### config.mk
export PLATFORM = sky130hd
export DESIGN_NAME = ball_move
export DESIGN_NICKNAME = d
export VERILOG_FILES = /design/src/rtl/ball_pkg.sv /design/src/rtl/ball_axis.sv /design/src/rtl/ball_move.sv
export SDC_FILE = /design/constraint.sdc
export NUM_CORES = 1
export LEC_CHECK = 0
export ABC_AREA = 0
export CORE_MARGIN = 2
export CORE_UTILIZATION = 30
export DETAILED_ROUTE_END_ITERATION = 8
export DONT_BUFFER_PORTS = 1
export SYNTH_ARGS = -nofsm -noshare
export SYNTH_HDL_FRONTEND = slang
export SYNTH_SLANG_ARGS = --single-unit
### constraint.sdc
create_clock -name clk -period 6.6 [get_ports clk]
set_input_delay 1.32 -clock clk [delete_from_list [all_inputs] [get_ports clk]]
set_output_delay 1.32 -clock clk [all_outputs]
set_load 0.01 [all_outputs]
### src/rtl/ball_pkg.sv
// Shared table geometry, fixed-point widths and FSM state type for the ball
// motion block.
package ball_pkg;

  localparam int TABLE_LEFT   = 32;
  localparam int TABLE_TOP    = 32;
  localparam int TABLE_RIGHT  = 608;
  localparam int TABLE_BOTTOM = 448;
  localparam int BALL_SIZE    = 32;

  localparam int MAX_X = TABLE_RIGHT - BALL_SIZE;
  localparam int MAX_Y = TABLE_BOTTOM - BALL_SIZE;

  // Position is unsigned Q11.6, velocity is signed Q5.6.
  localparam int FRAC_W = 6;
  localparam int INT_W  = 11;
  localparam int POS_W  = INT_W + FRAC_W;
  localparam int VEL_W  = 11;

  typedef enum logic [1:0] {
    ST_IDLE     = 2'd0,
    ST_MOVING   = 2'd1,
    ST_POCKETED = 2'd2
  } ball_state_e;

  // -1024 has no positive counterpart, so it is pulled in to -1023 to keep
  // bounce negation symmetric.
  function automatic logic [VEL_W-1:0] vel_sat(input logic [VEL_W-1:0] v);
    if (v == {1'b1, {(VEL_W-1){1'b0}}})
      return {1'b1, {(VEL_W-2){1'b0}}, 1'b1};
    return v;
  endfunction

endpackage

### src/rtl/ball_axis.sv
// One motion axis: integrate velocity, bounce off the [LO, HI] bounds, then
// apply friction. The next-frame result is exposed so the top can test pockets.
module ball_axis
  import ball_pkg::*;
#(
  parameter int INIT     = 160,
  parameter int LO       = 32,
  parameter int HI       = 576,
  parameter int FRICTION = 2
) (
  input  logic             clk,
  input  logic             reset,
  input  logic             respawn,
  input  logic             load_vel,
  input  logic [VEL_W-1:0] load_val,
  input  logic             step,
  input  logic             zero_vel,
  output logic [INT_W-1:0] pos_int,
  output logic [INT_W-1:0] next_pos_int,
  output logic [VEL_W-1:0] next_vel
);

  localparam logic signed [POS_W:0]   LO_FX   = (POS_W+1)'(LO * (1 << FRAC_W));
  localparam logic signed [POS_W:0]   HI_FX   = (POS_W+1)'(HI * (1 << FRAC_W));
  localparam logic [POS_W-1:0]        INIT_FX = POS_W'(INIT * (1 << FRAC_W));
  localparam logic signed [VEL_W-1:0] FR      = VEL_W'(FRICTION);

  logic [POS_W-1:0]        pos;
  logic [POS_W-1:0]        next_pos;
  logic signed [VEL_W-1:0] vel;
  logic signed [POS_W:0]   sum;
  logic signed [VEL_W-1:0] bounced;
  logic signed [VEL_W-1:0] fric;

  // The extra sign bit on sum makes an underflow past 0 read as below LO.
  always_comb begin
    sum      = $signed({1'b0, pos}) + $signed({{(POS_W+1-VEL_W){vel[VEL_W-1]}}, vel});
    next_pos = sum[POS_W-1:0];
    bounced  = vel;
    if (sum < LO_FX) begin
      next_pos = LO_FX[POS_W-1:0];
      bounced  = -vel;
    end else if (sum > HI_FX) begin
      next_pos = HI_FX[POS_W-1:0];
      bounced  = -vel;
    end
    if (bounced > FR)
      fric = bounced - FR;
    else if (bounced < -FR)
      fric = bounced + FR;
    else
      fric = '0;
  end

  always_ff @(posedge clk) begin
    if (reset || respawn) begin
      pos <= INIT_FX;
      vel <= '0;
    end else if (step) begin
      pos <= next_pos;
      vel <= zero_vel ? '0 : fric;
    end else if (load_vel) begin
      vel <= $signed(load_val);
    end
  end

  assign pos_int      = pos[POS_W-1:FRAC_W];
  assign next_pos_int = next_pos[POS_W-1:FRAC_W];
  assign next_vel     = fric;

endmodule

### src/rtl/ball_move.sv
// Cue-ball motion: IDLE/MOVING/POCKETED FSM driving two ball_axis instances,
// one frame step per startOfFrame pulse.
module ball_move
  import ball_pkg::*;
#(
  parameter int INIT_X      = 160,
  parameter int INIT_Y      = 224,
  parameter int FRICTION    = 2,
  parameter int POCKET_SIZE = 16
) (
  input  logic        clk,
  input  logic        reset,
  input  logic        startOfFrame,
  input  logic        hitValid,
  input  logic [10:0] hitVelX,
  input  logic [10:0] hitVelY,
  input  logic        respawn,
  output logic        hitReady,
  output logic [10:0] ballTopLeftPosX,
  output logic [10:0] ballTopLeftPosY,
  output logic        ballShow,
  output logic        ballMoving,
  output logic        pocketed
);

  ball_state_e      state, state_next;
  logic             hit_acc, frame_step, in_pocket, capture;
  logic [VEL_W-1:0] vx_load, vy_load, vx_next, vy_next;
  logic [INT_W-1:0] nx, ny;

  // Strike handshake: a hit transfers on any cycle where hitValid and hitReady
  // are both high; hitReady depends only on state, never on hitValid.
  assign hitReady   = (state == ST_IDLE);
  assign hit_acc    = hitValid && hitReady;
  assign vx_load    = vel_sat(hitVelX);
  assign vy_load    = vel_sat(hitVelY);
  assign frame_step = (state == ST_MOVING) && startOfFrame;

  assign in_pocket = ((nx <= INT_W'(TABLE_LEFT + POCKET_SIZE)) || (nx >= INT_W'(MAX_X - POCKET_SIZE))) &&
                     ((ny <= INT_W'(TABLE_TOP + POCKET_SIZE))  || (ny >= INT_W'(MAX_Y - POCKET_SIZE)));
  assign capture   = frame_step && in_pocket;

  ball_axis #(.INIT(INIT_X), .LO(TABLE_LEFT), .HI(MAX_X), .FRICTION(FRICTION)) u_x (
    .clk(clk), .reset(reset), .respawn(respawn), .load_vel(hit_acc), .load_val(vx_load),
    .step(frame_step), .zero_vel(in_pocket), .pos_int(ballTopLeftPosX),
    .next_pos_int(nx), .next_vel(vx_next)
  );

  ball_axis #(.INIT(INIT_Y), .LO(TABLE_TOP), .HI(MAX_Y), .FRICTION(FRICTION)) u_y (
    .clk(clk), .reset(reset), .respawn(respawn), .load_vel(hit_acc), .load_val(vy_load),
    .step(frame_step), .zero_vel(in_pocket), .pos_int(ballTopLeftPosY),
    .next_pos_int(ny), .next_vel(vy_next)
  );

  always_comb begin
    state_next = state;
    if (respawn) begin
      state_next = ST_IDLE;
    end else begin
      case (state)
        ST_IDLE:
          if (hit_acc && ((vx_load != '0) || (vy_load != '0)))
            state_next = ST_MOVING;
        ST_MOVING:
          if (capture)
            state_next = ST_POCKETED;
          else if (frame_step && (vx_next == '0) && (vy_next == '0))
            state_next = ST_IDLE;
        ST_POCKETED: state_next = ST_POCKETED;
        default:     state_next = ST_IDLE;
      endcase
    end
  end

  always_ff @(posedge clk) begin
    if (reset) begin
      state    <= ST_IDLE;
      pocketed <= 1'b0;
    end else begin
      state    <= state_next;
      pocketed <= capture && !respawn;
    end
  end

  assign ballShow   = (state != ST_POCKETED);
  assign ballMoving = (state == ST_MOVING);

endmodule

; Yosys cells after proc, flatten, opt, wreduce, memory -nomap -nowiden
; Cells that the tools add are included.
[totals]
ff_bits = 59
inputBits = 27
out_inout_bits = 26
elab_cells = 82
[op_classes]
n_addsub = 8
reduce_logical = 21
n_mux = 28
n_lt_le_gt_ge = 12
n_eq_ne = 7
[op_table]
columns = op, count
row1 = $mux 11, 18
row2 = $mux 17, 4
row3 = $add 18x11->18, 2
row4 = $lt 18x13->1 const B, 2
row5 = $add 11x3->11 const B, 2
row6 = $eq 11x11->1 const B, 2
row7 = $gt 11x3->1 const B, 2
row8 = $le 11x6->1 const B, 2
row9 = $logic_not 11->1, 2
row10 = $lt 11x2->1 const B, 2
row11 = $neg 11->11, 2
row12 = $reduce_bool 11->1, 2
row13 = $sub 11x3->11 const B, 2
row14 = $gt 18x16->1 const B, 1
row15 = $gt 18x17->1 const B, 1
row16 = $ge 11x10->1 const B, 1
row17 = $ge 11x9->1 const B, 1
row18 = $logic_and 1x1->1, 8
row19 = $mux 2, 3
row20 = $pmux 2 s3, 1
row21 = $logic_or 1x1->1, 4
row22 = $ne 3x1->1 const B, 1
row23 = $eq 2x1->1 const B, 1
row24 = $eq 2x2->1 const B, 1
row25 = other kinds (8), 9

; Depth between registers and ports, before layout
; Gate-level depths: netlist (run 1).
[logic_depth]
depth_word = 13
mapped_depth = 22
mapped_depth_nobuf = 20

; Hierarchy
; A second synthesis (run 1) with hierarchy kept.
[unflattened]
hier_cells = 1018
area_unflattened_um2 = 7629.8
[modules_own_cells]
columns = module, area_per_inst_um2, n_inst, cells_each
row1 = ball_axis at u_x, 3627.2, 1, 468
row2 = ball_axis at u_y, 3578.4, 1, 480
row3 = ball_move, 424.2, 1, 70

; Worst setup path after synthesis (run 1)
; OpenSTA, ideal clock, no wires.
[synth_timing]
path_kind = reg2reg
start = register u_y.vel[0]
end = register state[0]
stages_incl_launch_ff = 23
period_less_slack_ns = 5.409
required_ns = 6.480
t_arrival_ns = 5.289
slack_ns = 1.191
setup_ns = 0.120
n_path_buf = 2
cell_sequence = dfxtp_1 ha_1 fa_1 a211oi_2 o21ai_1 a211oi_2 mux2i_1 nor3_1 a211oi_1 and2_1 clkbuf_1 clkbuf_1 nor2_1 xnor2_1 ha_1 a21oi_1 a2111oi_2 o211ai_1 nand2_1 o22ai_1 a2bb2oi_1 or4_1 o31a_1
[synth_via]
elab_chain_cells = 11
word_cells_on_any_way = 25
cone_classes = add/sub: 4 / order compare: 6 / eq/ne: 1 / mux: 8 / reduce/logical: 6
[synth_lines]
columns = element, line
row1 = start: declaration, ball_axis.sv:30  ; logic signed [VEL_W-1:0] vel;
row2 = start signal: assignment, ball_axis.sv:61  ; vel <= zero_vel ? '0 : fric;
row3 = start signal: assignment, ball_axis.sv:63  ; vel <= $signed(load_val);
row4 = $add 18x11->18, ball_axis.sv:37  ; sum = $signed({1'b0, pos}) + $signed({{(POS_W+1-VEL_W){vel[VEL_W-1]}}, vel});
row5 = $gt 18x16->1, ball_axis.sv:43  ; end else if (sum > HI_FX) begin
row6 = $mux 11, ball_axis.sv:43
row7 = $mux 11, ball_axis.sv:40  ; if (sum < LO_FX) begin
row8 = $add 11x3->11 / $lt 11x2->1 (equally long branches), "ball_axis.sv:50, ball_axis.sv:49"
row9 = $mux 11, ball_axis.sv:49  ; else if (bounced < -FR)
row10 = $mux 11, ball_axis.sv:47  ; if (bounced > FR)
row11 = $logic_not 11->1, ball_move.sv:67  ; else if (frame_step && (vx_next == '0) && (vy_next == '0))
row12 = $logic_and 1x1->1, ball_move.sv:67
row13 = $ne 3x1->1 (no line), --
row14 = $reduce_and 2->1 (no line), --
row15 = end signal: assignment, ball_move.sv:80  ; state <= state_next;
row16 = end: declaration, ball_move.sv:26  ; ball_state_e state, state_next;
; Parallel ways exist; a longest one is shown, timed or not.
; A chain may end at the register's enable or synchronous reset.

; Worst setup path after layout (run 1)
[layout_timing]
start = register u_x.vel[0]
end = register state[0]
[layout_via]
elab_chain_cells = 12
word_cells_on_any_way = 26
cone_classes = add/sub: 4 / order compare: 6 / eq/ne: 1 / mux: 8 / reduce/logical: 7
[layout_lines]
columns = element, line
row1 = start: declaration, ball_axis.sv:30
row2 = start signal: assignment, ball_axis.sv:61
row3 = start signal: assignment, ball_axis.sv:63
row4 = $add 18x11->18, ball_axis.sv:37
row5 = $gt 18x17->1, ball_axis.sv:43
row6 = $mux 11, ball_axis.sv:43
row7 = $mux 11, ball_axis.sv:40
row8 = $add 11x3->11 / $lt 11x2->1 (equally long branches), "ball_axis.sv:50, ball_axis.sv:49"
row9 = $mux 11, ball_axis.sv:49
row10 = $mux 11, ball_axis.sv:47
row11 = $logic_not 11->1, ball_move.sv:67
row12 = $logic_and 1x1->1 (2 in series), ball_move.sv:67
row13 = $ne 3x1->1 (no line), --
row14 = $reduce_and 2->1 (no line), --
; Parallel ways exist; a longest one is shown, timed or not.

==> results_dict.tcl, run 1 <==
set metrics [dict create \
    groute.usage.overall 0.1816 \
    hp-class "reg -> reg" \
    grt.met1_usage 0.2469 \
    rows 56 \
    port_buffers 0 \
    start_util 0.3044 \
    r2r-end "state[0]" \
    cts_tree "done" \
    crit_cells 19 \
    placed_cells 1242 \
    worst_slew_pin_slew_ps 1089 \
    grt_pass1_wl_um 36170 \
    via_count 7434 \
    postSynthAreaPerCell_um2 7.217 \
    power-per-cell-area_nw_per_um2 188.0 \
    crit_family "simple AND/OR/NAND/NOR gates" \
    setup_tns_ps 0 \
    synth_top_area_cell "dfxtp_1" \
    utilization 0.3218 \
    final_nets 1005 \
    synthTopCellsByCount "112 x nand2_1, 109 x a21oi_1, 85 x nor2_1" \
    synth_top_area_frac 0.1658 \
    synth_ff_type "dfxtp_1" \
    pin_count 53 \
    ctsHoldBuffers 0 \
    synth_edf_count 0 \
    cap_violations 0 \
    crit_path_frequent_cell "ha_1" \
    cts_resized 0 \
    netlist_area_um2 7123 \
    die_h_um 158.1 \
    antenna_found_initial 1 \
    fin_crit_sh 0.9231 \
    cts.sinks 59 \
    rsz0062_at_grt "false" \
    critPathKind "reg -> reg" \
    drt-wirelength-per-cell_um 18.31 \
    cts_buffers 9 \
    fin_area_um2 7531 \
    status "finished clean" \
    busiest_layer "met2" \
    grt_util_met2 0.2894 \
    fin_cells 1259 \
    ys_seq_elements 59 \
    finalPower_mw 1.416 \
    synthArstFlopShare 0 \
    drt-total-wl_um 23050 \
    drtAntennaViolNets 0 \
    cts_setup_buffers 0 \
    grt_pass1_vias 6562 \
    clk_latency_ps 340 \
    synth.area.top_cells "dfxtp_1 17%, a21oi_1 7.7%, ha_1 7.4%" \
    first_pass_iters 7 \
    maxSlewViolCount 0 \
    slew_headroom 0.2741 \
    yosys_warnings 0 \
    path_buf_inv 1 \
    die_w_um 158.1 \
    hold_viol_final 0 \
    cp-startpoint "u_x.vel[0]" \
    reg2reg_from "u_x.vel[0]" \
    gp_congestion 0.9482 \
    area_delta_synth_final_pct 5.726 \
    cp_cell_sequence "ha_1 -> fa_1 -> a21o_1 -> a221oi_2 -> o21ai_2 -> nor4b_1 -> nor3_1 -> nor4_2 -> nor3_4 -> nor2_1 -> xor2_1 -> ha_1 -> inv_1 -> o31ai_4 -> nor2_2 -> a311oi_1 -> o22ai_1 -> or4_1 -> o31a_1" \
    grt_overflow 0 \
    drt_iter0_drc 720 \
    grt_use_met3 0.02573 \
    core-area_um2 23400 \
    peakVddDrop_mv 0.1153 \
    p_leak_nw 2.799 \
    multi_input_comb_area_um2 5433 \
    slowest_stage "nor4_2" \
    yosysMostFrequentCell "nand2_1" \
    r2r_cells 19 \
    fillCellCount 2530 \
    critPathCaptureType "flop" \
    fin_worst_skew_ps 11.29 \
    design.die.area_um2 24990 \
    hold_path_depth 2 \
    syn-num-nets 1058 \
    min_period_ps 6092 \
    syn-instance-count 987 \
    clk_path_buf_depth 2 \
    clk_pin_slew_worst_paths_ps 70 \
    dp_hpwl_um 17280 \
    worst-r2r-setup-slack_ps 510 \
    dpl-instance-area_um2 7227 \
    htreeDepth 3 \
    crit_required_ps 6830 \
    slowest_delay_ps 660 \
    setup_viol 0 \
    ys_seq_area_frac 0.1658 \
    synthDistinctLibCells 101 \
    via_per_inst 5.905 \
    startpoint_type "flop" \
    seqCellArea_um2 1181 \
    endpoint "state[0]" \
    grt_max_degree 53 \
    arrival_ps 6320 \
    clockRootBuffer "clkbuf_16" \
    drc 0 \
    max_freq_mhz 164.1 \
    worst-path-max-fanout 7 \
    final_layout_size_suffix_gt1_frac 0.09478 \
]
## cell type report
cell class,count,share of cell area
antenna,1,0.0003323
clock buffer,9,0.02991
clock inverter,7,0.01013
inverter,23,0.01146
multi-input combinational,824,0.7214
sequential,59,0.1568
tap,319,0.05300
timing repair buffer,17,0.01695
## where the power goes
| part | internal [mW] | switching, mW | leakage, nW | total (mW) |
|---|---|---|---|---|
| logic | 0.200 | 0.345 | 2.18 | 0.546 |
| registers | 0.363 | 0.0153 | 0.477 | 0.378 |
| clock network | 0.294 | 0.198 | 0.142 | 0.492 |
## layer usage
metal	vias to the layer above	wire, um
met5	-	0
li1	3536	-
met1	3531	10190
met4	0	785
met2	322	10410
met3	45	1661
## flip-flops by register name, summed over array words and instances, names as in the netlist
name,flops
u_x.vel,11
pocketed,1
u_x.pos,17
u_y.pos,17
state,2
u_y.vel,11
## cells by family after synthesis
logic type | Yosys count | synth area share
AND/OR/NAND/NOR | 390 | 0.2761
XOR/XNOR | 63 | 0.08115
adder cells (fa/ha/maj) | 44 | 0.07940
multiplexers | 15 | 0.02178
AO/OA/AOI/OAI | 312 | 0.3037
flip-flops | 59 | 0.1658
buffers and inverters | 104 | 0.07202
## metrics by stage
| step | hold WS [ps] | setup WS (ps) |
|---|---|---|
| final | 459.0 | 507.7 |
| after global routing | 476.6 | 120.5 |
| after CTS | 463.2 | 575.4 |
| after global placement | 443.7 | 593.8 |
| after floorplan | 435.6 | 1191 |
| after detailed placement | 453.8 | 609.5 |
## cell usage in the layout (no fill, tap or decap), drive strengths merged, types with 8 or more instances in the layout
master  count
and2       15
a21o       11
o22ai       8
or3        15
a31oi      20
mux2i      11
nor3       29
a21oi     110
nor2       86
xor2       28
o21ai      49
xnor2      35
nand2     113
nand3      43
ha         42
o211ai     15
nand4      13
buf        17
a211oi     19
nor4       16
inv        24
clkbuf      9
or2        13
and3       14
dfxtp      59
## worst register-to-register path: cells and delay by family, from the launching register on
kind	cells	cell delay (ps)
AND/OR/NAND/NOR	7	2140
XOR/XNOR	1	330
AO/OA/AOI/OAI	7	2030
buffers and inverters	1	110
adder cells (fa/ha/maj)	3	970
flip-flops	1	410
## worst min path at each step
| stage | from | to | slack (ps) |
|---|---|---|---|
| after floorplan | u_x.pos[0] | u_x.pos[0] | 440 |
| after global placement | u_y.pos[0] | u_y.pos[0] | 440 |
| after detailed placement | u_x.pos[3] | u_x.pos[3] | 450 |
| after CTS | u_x.pos[4] | u_x.pos[4] | 460 |
| after global routing | u_y.pos[0] | u_y.pos[0] | 480 |
| final | u_x.pos[4] | u_x.pos[4] | 460 |
Power figures use the tool's default switching activity.
==> inputs of run 2 (changes only) <==
Clock period 6.6 ns to 5.04 ns, I/O delays scaled along.
==> run 2 against run 1 <==
Final cell count grew 8.0%. Clock skew shrank 4.4 ps. Clock power grew 39%. Critical path depth is the same. Sequential share of layout area shrank 1.9 points. Final area grew 15%. Count of clock-buffer cells in the layout grew 3. Highest routed layer unchanged. Register-to-register slack lost 450 ps. Routed wire length grew 7.2%.
==> results_dict.tcl, run 2 (synthesized netlist as in run 1, its figures left out) <==
set metrics [dict create \
    final_layout_size_suffix_gt1_frac 0.2288 \
    clk_path_buf_depth 2 \
    drt_iter0_drc 608 \
    first_pass_iters 6 \
    maxSlewViolCount 0 \
    r2r-end "state[0]" \
    finalPower_mw 2.036 \
    hold_viol_final 0 \
    fin_crit_sh 0.9879 \
    crit_path_frequent_cell "buf_4" \
    arrival_ps 5200 \
    worst-r2r-setup-slack_ps 60 \
    endpoint "state[0]" \
    peakVddDrop_mv 0.1432 \
    worst-path-max-fanout 9 \
    power-per-cell-area_nw_per_um2 235.0 \
    clk_pin_slew_worst_paths_ps 60 \
    status "finished clean" \
    critPathCaptureType "flop" \
    worst_slew_pin_slew_ps 1135 \
    setup_ws_ps 60.86 \
    reg2reg_from "u_x.vel[0]" \
    die_w_um 158.1 \
    drc 0 \
    drtAntennaViolNets 0 \
    crit_required_ps 5260 \
    r2r_cells 19 \
    cts_tree "done" \
    cp-startpoint "u_x.vel[0]" \
    cts_buffers 9 \
    startpoint_type "flop" \
    gp_congestion 0.9877 \
    via_count 7725 \
    clockRootBuffer "clkbuf_16" \
    cts.sinks 59 \
    core-area_um2 23400 \
    min_period_ps 4979 \
    grt_max_degree 50 \
    grt_pass1_vias 7221 \
    cp_cell_sequence "ha_4 -> fa_2 -> a21o_1 -> a221o_1 -> buf_4 -> nor2_1 -> o21ai_0 -> a211o_1 -> buf_4 -> o311ai_4 -> buf_6 -> and4_1 -> mux2i_1 -> nor4_4 -> o21ai_1 -> and3_1 -> nor3_1 -> or3b_1 -> o31a_1" \
    design.die.area_um2 24990 \
    critPathKind "reg -> reg" \
    groute.usage.overall 0.1919 \
    fin_worst_skew_ps 6.902 \
    pre_cts_slack_ps -102.1 \
    slowest_stage "nor4_4" \
    p_leak_nw 3.385 \
    slowest_delay_ps 390 \
    slew_headroom 0.2433 \
    rsz0062_at_grt "true" \
    rows 56 \
    setup_viol 0 \
    max_freq_mhz 200.8 \
    port_buffers 0 \
    final_common_cell "buf_4" \
    start_util 0.3044 \
    clk_latency_ps 330 \
    layout_common_cells "116 x buf_4, 111 x nand2_1, 105 x a21oi_1" \
    hp-class "reg -> reg" \
    drt-wirelength-per-cell_um 18.17 \
    drt-total-wl_um 24710 \
    area_delta_synth_final_pct 21.62 \
    cap_violations 0 \
    final_nets 1106 \
    grt_overflow 0 \
    dp_hpwl_um 18580 \
    htreeDepth 3 \
    grt_pass1_wl_um 38030 \
    antenna_found_initial 0 \
    die_h_um 158.1 \
    ctsHoldBuffers 0 \
    utilization 0.3702 \
    reg_top3 "u_x.pos x17, u_y.pos x17" \
    pin_count 53 \
    via_per_inst 5.680 \
]
## run 2: cell types whose count changed in the layout (fill, tap and decap cells not counted), moves of 5 or more
| cell | change |
|---|---|
| buf_4 | +99 |
| dfxtp_1 | -6 |
| ha_1 | -6 |
| a211oi_1 | -5 |
| dfxtp_2 | +5 |
## run 2: critical path, delay by kind of cell (launching register included)
family,cells,cell delay [ps]
flip-flops,1,330
adder cells (fa/ha/maj),2,530
multiplexers,1,150
buffers and inverters,3,520
AO/OA/AOI/OAI,7,1800
AND/OR/NAND/NOR,6,1540
## run 2: metal layers
layer	up-vias	wire length [um]	global-route usage
met5	-	0	0
met1	3632	10950	0.2526
met2	295	10970	0.3037
met4	0	989	0.08323
met3	64	1800	0.03832
li1	3734	-	-
## run 2: worst min-delay path by stage
stage,start,end,cells after the start
after floorplan,u_x.pos[2],u_x.pos[2],2
after global placement,u_y.pos[0],u_y.pos[0],2
after detailed placement,u_x.pos[4],u_x.pos[4],2
after CTS,u_x.pos[0],u_x.pos[0],2
after global routing,u_y.pos[0],u_y.pos[0],2
final,u_x.pos[4],u_x.pos[4],2
## run 2: layout make-up
class                      instances  area [um2]
antenna                            1       2.502
clock buffer                      12       246.5
clock inverter                     4       73.82
fill                            2450       14740
inverter                          23       88.84
multi-input combinational        824        5768
sequential                        59        1191
tap                              319       399.1
timing repair buffer             118       893.4
## run 2: per-stage QoR
step | hold slack, ps | instances | setup TNS, ps | area [um2]
floorplan | 435.6 | 987 | 0 | 7179
global placement | 447.1 | 1331 | -108.3 | 7938
detailed placement | 453.7 | 1331 | -102.1 | 7938
CTS | 461.2 | 1350 | 0 | 8315
global route | 493.6 | 1359 | -139.9 | 8661
finish | 453.9 | 1360 | 0 | 8663
## run 2: timing repair
item | CTS | global route
setup endpoints to repair | 1 | 13
pin swaps | 3 | 37
gates resized for setup | 6 | 54
buffers inserted | 3 | 10
## run 2: where the power goes
group / switching [mW] / total [mW] / internal, mW
clock: 0.239 / 0.686 / 0.447
sequential: 0.0102 / 0.485 / 0.475
combinational: 0.511 / 0.865 / 0.354
==> inputs of run 3 (changes only) <==
Clock period 5.04 ns to 4.8 ns, I/O delays scaled along.
==> run 3 against run 2 <==
The run now ends with setup timing left. First-iteration DRC count shrank 8.9%. Final cell count grew 6.6%. Critical path depth is the same. Combinational power grew 23%. Count of clock-buffer cells in the layout is the same. Sequential cell count is the same. Non-clock buffer count grew 91. Highest routed layer unchanged.
==> results_dict.tcl, run 3 (synthesized netlist as in run 1, its figures left out) <==
set metrics [dict create \
    comb_power_share 0.460 \
    worst_slew_pin_slew_ps 1023 \
    utilization 0.4060 \
    p_int_mw 1.466 \
    p_leak_nw 3.837 \
    design.die.area_um2 24990 \
    hp-class "reg -> reg" \
    setup_ws_ps -107.0 \
    violations "setup timing" \
    clk_path_buf_depth 2 \
    pre_cts_slack_ps -190.3 \
    max_freq_mhz 203.8 \
    diodes 0 \
    groute.usage.overall 0.2034 \
    cts_tree "done" \
    maxSlewViolCount 0 \
    cp-startpoint "u_y.vel[0]" \
    p_seq_frac 0.221 \
    clk_latency_ps 350 \
    min_period_ps 4907 \
    power-per-cell-area_nw_per_um2 243.4 \
    path_buf_inv 3 \
    rows 56 \
    die_w_um 158.1 \
    via_per_inst 5.530 \
    r2r-end "state[0]" \
    final_common_cell "buf_4" \
    p_sw_frac 0.3660 \
    crit_required_ps 5030 \
    slowest_stage "or4_1" \
    fin_area_um2 9502 \
    grt_pass1_wl_um 40030 \
    area_delta_synth_final_pct 33.39 \
    drtAntennaViolNets 0 \
    clk_pin_slew_worst_paths_ps 60 \
    rsz0062_at_grt "true" \
    reg2reg_from "u_y.vel[0]" \
    antenna_found_initial 0 \
    critPathCaptureType "flop" \
    fin_crit_sh 1.022 \
    r2r_cells 19 \
    port_buffers 0 \
    pin_count 53 \
    crit_path_frequent_cell "buf_4" \
    dp_hpwl_um 19680 \
    clockRootBuffer "clkbuf_16" \
    start_util 0.3044 \
    p_switching_uw 846.3 \
    drt_iter0_drc 554 \
    first_pass_iters 5 \
    cts.sinks 59 \
    slowest_delay_ps 500 \
    grt_overflow 0 \
    startpoint_type "flop" \
    setup_viol 1 \
    dpl-instance-area_um2 8661 \
    peakVddDrop_mv 0.1607 \
    seqCellArea_um2 1187 \
    finalPower_mw 2.312 \
    layout_common_cells "204 x buf_4, 109 x nand2_1, 101 x a21oi_1" \
    drc 0 \
    status "finished, violations left" \
    multi_input_comb_area_um2 5903 \
    reg_top3 "u_x.pos x17, u_y.pos x17" \
    ctsHoldBuffers 0 \
    core-area_um2 23400 \
    drt-wirelength-per-cell_um 17.67 \
    via_count 8018 \
    cts_buffers 9 \
    worst-r2r-setup-slack_ps -110 \
    clock_power_share 0.319 \
    worst-path-max-fanout 9 \
    final_layout_size_suffix_gt1_frac 0.3112 \
    endpoint "state[0]" \
    fin_worst_skew_ps 13.55 \
    htreeDepth 3 \
    die_h_um 158.1 \
    critPathKind "reg -> reg" \
    crit_family "compound AO/OA/AOI/OAI gates" \
    crit_cells 19 \
    fillCellCount 2431 \
    arrival_ps 5140 \
    drt-total-wl_um 25620 \
    grt_max_degree 50 \
    slew_headroom 0.3156 \
    grt_pass1_vias 7650 \
    hold_viol_final 0 \
    final_nets 1197 \
    gp_congestion 0.9731 \
    cp_cell_sequence "ha_4 -> fa_2 -> a211oi_4 -> o21ai_2 -> a211oi_4 -> mux2i_2 -> buf_4 -> o2111a_1 -> a211oi_2 -> buf_4 -> buf_4 -> a21oi_2 -> xor2_1 -> nand2_1 -> nor4_1 -> xor2_1 -> o22ai_1 -> or4_1 -> o31a_1" \
    cap_violations 0 \
]
## run 3: cell types whose count changed in the layout (fill, tap and decap cells not counted), sizes merged
| cell | delta |
|---|---|
| buf | +91 |
| clkinv | -1 |
| clkinvlp | +1 |
| diode | -1 |
## run 3: worst reg2reg max path, cell delays in order, from the launching register on
cell and delay, ps:
dfxtp_2 330, ha_4 160, fa_2 370, a211oi_4 330, o21ai_2 130, a211oi_4 340, mux2i_2 350, buf_4 160
o2111a_1 180, a211oi_2 50, buf_4 150, buf_4 170, a21oi_2 230, xor2_1 230, nand2_1 120, nor4_1 350
xor2_1 210, o22ai_1 120, or4_1 500, o31a_1 310
## run 3: cell type report
cell class / instances / area share
inverters: 23 / 0.009086
flip-flops and latches: 59 / 0.1250
multi-input cells: 824 / 0.6213
well taps: 319 / 0.04201
repair buffers: 209 / 0.1680
clock inverters: 4 / 0.007638
clock buffers: 12 / 0.02700
## run 3: what timing repair did
action / CTS / global route
pin swaps: 24 / 20
hold endpoints to repair: 0 / 0
buffers inserted: 14 / 7
endpoints found under the setup margin: 4 / 17
gates resized for setup: 32 / 40
## run 3: worst min path at each step
stage,from,end,slack (ps),cells past startpoint
2_1_floorplan,u_x.pos[2],u_x.pos[2],440,2
3_5_place_dp,u_y.pos[3],u_y.pos[3],450,2
6_report,u_x.pos[5],u_x.pos[5],460,2
5_1_grt,u_x.pos[3],u_x.pos[3],480,2
4_1_cts,u_x.pos[5],u_x.pos[5],460,2
3_3_place_gp,u_x.pos[5],u_x.pos[5],440,2
## run 3: power groups by stage
stage	clock network, mW	registers (mW)	logic, mW
finish	0.739	0.510	1.06
global route	0.771	0.511	1.14
CTS	0.746	0.510	0.978
detailed placement	0	0.520	0.945
global placement	0	0.520	0.948
floorplan	0	0.518	0.580
## run 3: metrics by stage
stage / cells / hold slack [ps] / TNS (ps)
2_1_floorplan: 987 / 435.6 / -74.54
3_5_place_dp: 1414 / 449.4 / -190.3
3_3_place_gp: 1414 / 442.9 / -119.8
5_1_grt: 1450 / 484.8 / -548.5
6_report: 1450 / 459.3 / -107.0
4_1_cts: 1444 / 461.7 / -8.198
## run 3: layer usage
metal  global-route usage  part of all wire
met4              0.08022             0.031
met5                    0                 0
met1               0.2717              0.45
met3              0.03258             0.057
met2               0.3269              0.46
